<file path="src/rtl/disp_cmd_pkg.sv">
// Shared definitions for the display command scheduler.
package disp_cmd_pkg;

  localparam logic [7:0] CMD_IDLE  = 8'h00;
  localparam logic [7:0] CMD_CNT   = 8'hAA;
  localparam logic [7:0] CMD_BLINK = 8'hBB;
  localparam logic [7:0] CMD_ROT   = 8'hCC;

  typedef enum logic [1:0] {
    S_RUN  = 2'd0,
    S_CLR  = 2'd1,
    S_HOLD = 2'd2
  } state_t;

  typedef enum logic {
    SRC_ETH = 1'b0,
    SRC_KEY = 1'b1
  } src_t;

  function automatic logic cmd_valid(input logic [7:0] c);
    return (c == CMD_IDLE) || (c == CMD_CNT) || (c == CMD_BLINK) || (c == CMD_ROT);
  endfunction

endpackage

</file>
<file path="src/rtl/disp_cmd_slot.sv">
// Single-entry pending command register with overwrite detection.
module disp_cmd_slot (
  input  logic       clk,
  input  logic       rst_n,
  input  logic       cap,
  input  logic [7:0] cap_cmd,
  input  logic       clr,
  output logic       pending,
  output logic [7:0] cmd,
  output logic       drop
);

  // A capture that lands on an un-granted pending entry loses the old command.
  assign drop = cap & pending & ~clr;

  // Capture wins over a same-cycle grant clear, so the slot stays pending.
  always_ff @(posedge clk or negedge rst_n) begin
    if (!rst_n) begin
      pending <= 1'b0;
      cmd     <= '0;
    end else if (cap) begin
      pending <= 1'b1;
      cmd     <= cap_cmd;
    end else if (clr) begin
      pending <= 1'b0;
    end
  end

endmodule

</file>
<file path="src/rtl/disp_cmd_sched.sv">
// Round-robin command scheduler feeding the display controller.
module disp_cmd_sched
  import disp_cmd_pkg::*;
#(
  parameter int unsigned MIN_HOLD = 1_000_000,
  parameter int unsigned TIMEOUT  = 600_000_000
) (
  input  logic       clk,
  input  logic       rst_n,
  input  logic       eth_rx_valid,
  input  logic       eth_rx_sop,
  input  logic [7:0] eth_rx_byte,
  input  logic       key_req,
  input  logic [7:0] key_cmd,
  output logic [7:0] eth_data,
  output logic       flag,
  output logic       busy,
  output logic [7:0] drop_cnt
);

  localparam logic [31:0] HOLD_LAST = MIN_HOLD - 1;
  localparam logic [31:0] IDLE_LAST = TIMEOUT - 1;

  state_t      state_q, state_d;
  src_t        last_q, last_d;
  logic [31:0] idle_q, idle_d;
  logic [31:0] hold_q, hold_d;
  logic [7:0]  data_d;
  logic        flag_d;

  logic        eth_strobe, eth_ok, eth_bad;
  logic        key_ok, key_bad;
  logic        eth_pend, key_pend;
  logic [7:0]  eth_slot_cmd, key_slot_cmd;
  logic        eth_ovr, key_ovr;
  logic        gnt_eth, gnt_key;
  logic [7:0]  gnt_cmd;
  logic [1:0]  drop_inc;
  logic [8:0]  drop_sum;

  assign eth_strobe = eth_rx_valid & eth_rx_sop;
  assign eth_ok     = eth_strobe & cmd_valid(eth_rx_byte);
  assign eth_bad    = eth_strobe & ~cmd_valid(eth_rx_byte);
  assign key_ok     = key_req & cmd_valid(key_cmd);
  assign key_bad    = key_req & ~cmd_valid(key_cmd);

  disp_cmd_slot u_eth_slot (
    .clk     (clk),
    .rst_n   (rst_n),
    .cap     (eth_ok),
    .cap_cmd (eth_rx_byte),
    .clr     (gnt_eth),
    .pending (eth_pend),
    .cmd     (eth_slot_cmd),
    .drop    (eth_ovr)
  );

  disp_cmd_slot u_key_slot (
    .clk     (clk),
    .rst_n   (rst_n),
    .cap     (key_ok),
    .cap_cmd (key_cmd),
    .clr     (gnt_key),
    .pending (key_pend),
    .cmd     (key_slot_cmd),
    .drop    (key_ovr)
  );

  // Arbitration, hold/idle sequencing and next output values.
  always_comb begin
    state_d = state_q;
    last_d  = last_q;
    idle_d  = idle_q;
    hold_d  = hold_q;
    data_d  = eth_data;
    flag_d  = 1'b0;
    gnt_eth = 1'b0;
    gnt_key = 1'b0;
    gnt_cmd = eth_slot_cmd;
    case (state_q)
      S_RUN: begin
        if (eth_pend && (!key_pend || last_q == SRC_KEY)) gnt_eth = 1'b1;
        else if (key_pend)                                 gnt_key = 1'b1;
        gnt_cmd = gnt_eth ? eth_slot_cmd : key_slot_cmd;
        if (gnt_eth || gnt_key) begin
          last_d = gnt_eth ? SRC_ETH : SRC_KEY;
          idle_d = '0;
          if (gnt_cmd != eth_data) begin
            data_d  = gnt_cmd;
            flag_d  = 1'b1;
            state_d = S_CLR;
          end
        end else if (TIMEOUT != 0 && idle_q == IDLE_LAST) begin
          idle_d = '0;
          if (eth_data != CMD_IDLE) begin
            data_d  = CMD_IDLE;
            flag_d  = 1'b1;
            state_d = S_CLR;
          end
        end else begin
          idle_d = idle_q + 32'd1;
        end
      end
      S_CLR: begin
        idle_d  = '0;
        hold_d  = '0;
        state_d = (MIN_HOLD == 0) ? S_RUN : S_HOLD;
      end
      S_HOLD: begin
        idle_d = '0;
        if (hold_q == HOLD_LAST) state_d = S_RUN;
        else                     hold_d  = hold_q + 32'd1;
      end
      default: state_d = S_RUN;
    endcase
  end

  // State and registered display outputs.
  always_ff @(posedge clk or negedge rst_n) begin
    if (!rst_n) begin
      state_q  <= S_RUN;
      last_q   <= SRC_KEY;
      idle_q   <= '0;
      hold_q   <= '0;
      eth_data <= CMD_IDLE;
      flag     <= 1'b0;
      busy     <= 1'b0;
    end else begin
      state_q  <= state_d;
      last_q   <= last_d;
      idle_q   <= idle_d;
      hold_q   <= hold_d;
      eth_data <= data_d;
      flag     <= flag_d;
      busy     <= (state_d != S_RUN);
    end
  end

  // Each requester contributes at most one drop per cycle (invalid or overwrite).
  assign drop_inc = {1'b0, eth_bad | eth_ovr} + {1'b0, key_bad | key_ovr};
  assign drop_sum = {1'b0, drop_cnt} + {7'd0, drop_inc};

  // Saturating drop counter.
  always_ff @(posedge clk or negedge rst_n) begin
    if (!rst_n) drop_cnt <= '0;
    else        drop_cnt <= drop_sum[8] ? 8'hFF : drop_sum[7:0];
  end

endmodule

</file>
<file path="config.mk">
export PLATFORM = sky130hd
export DESIGN_NAME = disp_cmd_sched
export DESIGN_NICKNAME = d
export VERILOG_FILES = /design/src/rtl/disp_cmd_pkg.sv /design/src/rtl/disp_cmd_slot.sv /design/src/rtl/disp_cmd_sched.sv
export SDC_FILE = /design/constraint.sdc
export NUM_CORES = 1
export LEC_CHECK = 0
export ABC_AREA = 1
export CAP_MARGIN = 20
export CORE_UTILIZATION = 40
export CTS_BUF_LIST = sky130_fd_sc_hd__clkbuf_8
export CTS_CLUSTER_SIZE = 16
export DETAILED_ROUTE_END_ITERATION = 8
export SLEW_MARGIN = 30
export SYNTH_ARGS = -nofsm -noshare
export SYNTH_HDL_FRONTEND = slang
export SYNTH_SLANG_ARGS = --single-unit
</file>
<file path="constraint.sdc">
create_clock -name clk -period 2.7 [get_ports clk]
set_clock_uncertainty 0.1 [all_clocks]
set_input_delay 0.54 -clock clk [delete_from_list [all_inputs] [get_ports clk]]
set_output_delay 0.54 -clock clk [all_outputs]
set_load 0.02 [all_outputs]
</file>
==> metrics.md, run 1 <==
| Metric | Value |
|---|---|
| Fin cells | 1061 |
| Main synth FF type | dfrtp_1 |
| DP Area | 6840 sq um |
| Synth area leader | dfrtp_1 |
| Worst path required time | 2.92 ns |
| Largest net degree at the start of global routing | 39 |
| Drt total wl | 14200 um |
| Global route overflow | 0 |
| Relative slew slack | 66.3% |
| PwrDens | 761 nW/um^2 |
| Final nets | 901 |
| Initial core utilization | 41.4% |
| Global-route usage over all layers | 19.4% |
| Final hold vios | 0 |
| Outcome | completed |
| Worst-path clk slew | 0.11 ns |
| H-Tree Depth | 3 |
| DP Wirelength | 10700 um |
| Pre-CTS setup slack | -0.365 ns |
| Synthesized flop and latch total | 103 |
| Critical R2R Capture | drop_cnt[6]$_DFF_PN0_ |
| TritonCTS Buffers | 9 |
| Clock sinks | 103 |
| Minimum clock period | 2.48 ns |
| Mapped cell area | 6070 sq um |
| Design Area, Final | 7080 sq um |
| Placed insts | 1043 |
| Hold crit path type | input port to asynchronous set/reset pin |
| Worst Setup End Kind | flip-flop |
| Vias after detailed routing | 5351 |
| Number of synthesized flops with an enable pin | 0 |
| Pleak | 3.17 nW |
| Max-cap violations | 0 |
| Total die area | 15700 sq um |
| Yosys top cell area share | 42.1% |
| Synth top area cells | dfrtp_1 42%, nand2_1 11%, inv_1 6.4%, nor2_1 5.4%, nand3_1 4.5% |
| Critical path arrival | 2.70 ns |
| Yosys warning count | 0 |
| Tightest Pin Transition | 0.505 ns |
| Setup WS post-layout | 0.216 ns |
| Post-route DRC violation count | 0 |
| Antenna-violating nets left | 0 |
| DRT iter0 DRCs | 340 |
| Fraction of registers with async set/reset | 100% |
| I/O Pins | 39 |
| Core box area | 14600 sq um |
| Flop2flop setup slack | 0.26 ns |
| Initial antenna violation count | 0 |
| Maximum clock frequency | 0.403 GHz |
| Vias per Instance | 5.04 |
| Avg Cell Area, Syn | 7.52 sq um |
| Number of fill cells in the layout | 1477 |
| Unrepaired setup endpoints after global routing | no |
| Worst-path maximum fanout | 3 |
| TritonRoute pass-1 iters | 7 |
| WS Path Type | input port to flip-flop |
| Synth top cells by count | 173 x nand2_1, 103 x inv_1, 102 x dfrtp_1, 87 x nor2_1, 54 x nand3_1 |
| Net Count, Synth | 836 |
| Clock latency on the worst-skew pair | 0.39 ns |
| RR Startpoint | state_q[0]$_DFF_PN0_ |
| Clk root buf | clkbuf_8 |
| Layout cells sized above 1 | 12.3% |
| Yosys cell types | 45 |
| Startpoint types | input port |
| Synthesized netlist cell count | 807 |
| Maximum clock insertion buffer count | 2 |
| Synth-to-layout area growth | 16.7% |
| Die Y-Extent | 125 um |
| Die Wd | 125 um |
| Antenna diodes | 0 |
| Finished Core Util | 48.4% |
| Setup Viol. Count Final | 0 |
| WL per Instance | 13.4 um |
| Port Buffer Count | 38 |
| Post-synthesis sequential area ratio | 42.5% |
| Site Rows | 44 |
| Reg2reg path depth | 15 |
| Tcrit/Tclk final | 92.0% |
| Gpl congestion | 0.871 |
| First-pass GRT wire length | 24400 um |
| Final Max Slew Viols | 0 |
| Count leader, synth | nand2_1 |
| Max IR drop VDD | 0.416 mV |
| CTS tree | yes |
| Vias in the first global route | 4992 |
[report_power, final]
part           total (mW)  internal, mW  leakage, nW  switching (mW)
clock network       0.969         0.357       0.0903           0.612
registers            2.04          1.81         1.36           0.232
logic                2.38         0.858         1.72            1.52
total                5.39          3.02         3.17            2.37
[what timing repair did]
item | CTS | global route
gates resized for setup | 0 | 18
setup buffers | 0 | 2
hold buffers | 0 | 0
endpoints found under the setup margin | 0 | 8
[layer usage]
layer  vias up  GRT usage (%)  wire length [um]
li1       2773              -                 -
met1      2465           27.2              7080
met2        99           30.1              6370
met3        14           4.92               626
met4         0           4.45               114
met5         -              0                 0
[layout by cell type (no fill, tap or decap), types with 5 or more instances in the layout]
master	n
dfrtp_1	102
a21oi_1	30
nand2_2	20
nand2_1	171
inv_2	10
nand4_1	28
o21ai_1	9
nor3_1	33
nor2_1	86
inv_1	102
o22ai_1	10
o21ai_0	42
ha_1	5
clkdlybuf4s50_1	34
nand3_1	54
nor4_1	8
buf_4	29
nor3_2	8
xor2_1	23
clkbuf_8	9
[sequential cells by signal, summed over array words and instances (netlist names)]
signal              cells
hold_q                 32
idle_q                 32
drop_cnt                8
eth_data                8
u_eth_slot.cmd          8
u_key_slot.cmd          8
state_q                 2
busy                    1
flag                    1
last_q                  1
u_eth_slot.pending      1
u_key_slot.pending      1
[logic make-up (layout without fill, tap and decap cells)]
family                   Yosys count  in the layout  synth area share, %
AND/OR/NAND/NOR                  431            431                 33.3
flip-flops                       103            103                 42.5
buffers and inverters            127            197                 8.27
multiplexers                       4              4                0.680
AO/OA/AOI/OAI                    107            107                 9.65
XOR/XNOR                          27             27                 3.90
adder cells (fa/ha/maj)            8              8                 1.77
[critical path: stages]
cell             delay [ns]
clkdlybuf4s50_1        0.45
inv_1                  0.05
o22ai_1                0.19
nor4_2                 0.08
o21ai_1                0.08
nand2_1                0.09
fa_1                   0.39
inv_1                  0.08
ha_2                   0.17
nand2_1                0.07
nor2_1                 0.10
inv_1                  0.08
nor2_4                 0.14
a21oi_2                0.06
a31oi_1                0.13
[area by class of cell]
| class | count | area, sq um | share of cell area [%] |
|---|---|---|---|
| Multi-Input combinational cell | 577 | 3030 | 42.7 |
| Sequential cell | 103 | 2580 | 36.4 |
| Timing Repair Buffer | 68 | 636 | 8.97 |
| Clock inverter | 7 | 63.8 | 0.901 |
| Clock buffer | 9 | 124 | 1.75 |
| Tap cell | 184 | 230 | 3.25 |
| Inverter | 113 | 424 | 5.99 |
[how the worst max path moves through the flow]
stage                    startpoint  slack [ns]                    end  cells past startpoint
2_1_floorplan    last_q$_DFFE_PN1P_        0.34  drop_cnt[6]$_DFF_PN0_                     17
3_3_place_gp         eth_rx_byte[1]       -0.32  drop_cnt[2]$_DFF_PN0_                     16
3_5_place_dp         eth_rx_byte[1]       -0.36  drop_cnt[2]$_DFF_PN0_                     16
4_1_cts        state_q[0]$_DFF_PN0_        0.09  drop_cnt[2]$_DFF_PN0_                     15
5_1_grt              eth_rx_byte[4]        0.01  drop_cnt[6]$_DFF_PN0_                     15
6_report             eth_rx_byte[4]        0.22  drop_cnt[6]$_DFF_PN0_                     15
[stage by stage]
stage	power (mW)	setup TNS (ns)	hold WS (ns)
4_1_cts	5.41	0	0.00560
6_report	5.39	0	0.00432
3_5_place_dp	4.42	-2.44	0.378
3_3_place_gp	4.42	-2.12	0.370
2_1_floorplan	3.58	0	0.144
5_1_grt	5.81	0	0.0145
Note: power is estimated with default switching activity, not from simulation.
==> inputs of run 2 (changes only) <==
- CORE_MARGIN: default -> 2
- GPL_ROUTABILITY_DRIVEN: default -> 0
==> run 2 against run 1 <==
Fmax shrank 0.76%. Critical path depth unchanged. Cell area shrank 0.55%. Clock power down 2%. Non-clock buffer count is 6 lower. Worst setup slack got worse by 0.019 ns. Hold slack better by 0.089 ns.
==> metrics.md, run 2 (synthesized netlist as in run 1, its figures left out) <==
| Metric | Value |
|---|---|
| Core box area | 15000 sq um |
| Psw | 2.33 mW |
| Worst path top cell family by delay | buffers and inverters |
| Global-route usage over all layers | 18.8% |
| Vias per Instance | 5.02 |
| RR Startpoint | state_q[1]$_DFF_PN0_ |
| Total die area | 16200 sq um |
| Startpoint types | input port |
| Combinational group share of total power | 44.3% |
| Sequential Power Share | 37.9% |
| Pleak | 3.16 nW |
| Final nets | 895 |
| Maximum clock frequency | 0.399 GHz |
| Synth-to-layout area growth | 16.1% |
| Tcrit/Tclk final | 92.7% |
| Final hold vios | 0 |
| Reg2reg path depth | 15 |
| Worst Setup End Kind | flip-flop |
| Post-route DRC violation count | 0 |
| DP Wirelength | 10500 um |
| Hold buffers post-CTS | 0 |
| Clock sinks | 103 |
| Finished Core Util | 46.9% |
| Port Buffer Count | 38 |
| Die Wd | 127 um |
| Clk root buf | clkbuf_8 |
| Crit-path slowest cell | clkdlybuf4s50_1 |
| Maximum clock insertion buffer count | 2 |
| Worst-path clk slew | 0.11 ns |
| Switch share | 43.6% |
| Unrepaired setup endpoints after global routing | no |
| Hold crit path type | input port to asynchronous set/reset pin |
| Final Max Slew Viols | 0 |
| CP bufs+invs | 4 |
| Drt total wl | 14200 um |
| Postcts setup bufs | 0 |
| Outcome | completed |
| Worst hold margin | 0.0937 ns |
| Layout cells sized above 1 | 11.8% |
| Antenna diodes | 0 |
| Critical path arrival | 2.71 ns |
| Int Pwr | 3.01 mW |
| Placed insts | 1043 |
| Max IR drop VDD | 0.492 mV |
| Commonest cells after routing, fill and taps aside | 172 x nand2_1, 102 x inv_1, 102 x dfrtp_1 |
| WS Path Type | input port to flip-flop |
| First-pass GRT wire length | 24500 um |
| Slowest stage delay, CP | 0.45 ns |
| Setup Viol. Count Final | 0 |
| Crit path top cell by count | inv_1 |
| Site Rows | 45 |
| Die Y-Extent | 127 um |
| Worst-path maximum fanout | 3 |
| Max-cap violations | 0 |
| Clock share of power | 17.8% |
| H-Tree Depth | 3 |
| I/O Pins | 39 |
| TritonRoute pass-1 iters | 5 |
| TritonCTS Buffers | 9 |
| Critical R2R Capture | drop_cnt[6]$_DFF_PN0_ |
| Tightest Pin Transition | 0.566 ns |
| Flop2flop setup slack | 0.25 ns |
| Initial antenna violation count | 0 |
| Fin cells | 1059 |
| PwrDens | 758 nW/um^2 |
| Vias after detailed routing | 5315 |
| Relative slew slack | 62.3% |
| Global route overflow | 0 |
| Antenna-violating nets left | 0 |
| CTS tree | yes |
| Clock latency on the worst-skew pair | 0.40 ns |
| Post-route setup TNS | 0 ns |
| Largest regs | hold_q (32), idle_q (32) |
| Largest net degree at the start of global routing | 104 |
| DRT iter0 DRCs | 343 |
| Minimum clock period | 2.50 ns |
| Initial core utilization | 40.4% |
| Most common library cell in the layout ignoring fill and taps | nand2_1 |
| Vias in the first global route | 5111 |
| WL per Instance | 13.4 um |
| Worst path required time | 2.91 ns |
| CP cell instances | clkdlybuf4s50_1 > inv_1 > o22ai_2 > nor4_4 > o21ai_1 > nand2_1 > fa_1 > inv_1 > ha_2 > nand2_1 > nor2_1 > inv_1 > nor2_4 > a21oi_1 > a31oi_1 |
[run 2: final cells by class]
type,instances,area (sq um)
fillers,1506,7990
flip-flops and latches,103,2580
well taps,188,235
clock inverters,6,45.0
multi-input cells,577,3040
repair buffers,62,581
clock buffers,10,138
inverters,113,424
[run 2: per-stage QoR]
step / power, mW / setup slack [ns] / cell area (sq um)
2_1_floorplan: 3.58 / 0.335 / 6070
3_3_place_gp: 4.40 / -0.471 / 6800
3_5_place_dp: 4.41 / -0.478 / 6800
4_1_cts: 5.38 / 0.0420 / 6990
5_1_grt: 5.80 / 0.0161 / 7040
6_report: 5.34 / 0.197 / 7040
[run 2: how the worst max path moves through the flow]
| stage | start | end | slack [ns] | cells after the start |
|---|---|---|---|---|
| finish | eth_rx_byte[4] | drop_cnt[6]$_DFF_PN0_ | 0.20 | 15 |
| CTS | eth_rx_byte[7] | drop_cnt[6]$_DFF_PN0_ | 0.04 | 15 |
| global placement | eth_rx_byte[1] | drop_cnt[2]$_DFF_PN0_ | -0.47 | 16 |
| detailed placement | eth_rx_byte[1] | drop_cnt[2]$_DFF_PN0_ | -0.48 | 16 |
| global route | eth_rx_byte[6] | drop_cnt[6]$_DFF_PN0_ | 0.02 | 16 |
| floorplan | last_q$_DFFE_PN1P_ | drop_cnt[6]$_DFF_PN0_ | 0.34 | 17 |
[run 2: routing by layer]
metal	vias up	part of all wire [%]	routed length (um)	track usage, %
met1	2441	50	7170	26.5
met4	0	1.1	162	4.52
met2	95	45	6340	29.4
met5	-	0	0	0
met3	15	4.0	568	4.44
li1	2764	-	-	-
[run 2: what timing repair did]
| item | in CTS | in global routing |
|---|---|---|
| endpoints found under the hold margin | 0 | 0 |
| setup endpoints to repair | 2 | 8 |
| gates cloned | 0 | 0 |
| gates resized for setup | 1 | 21 |
| pin swaps | 0 | 4 |
[run 2: power groups by stage]
stage	combinational, mW	clock [mW]	sequential, mW
after global routing	2.69	1.05	2.06
after detailed placement	2.36	0	2.05
after CTS	2.37	0.989	2.03
after floorplan	1.43	0	2.15
final	2.36	0.951	2.02
after global placement	2.34	0	2.06
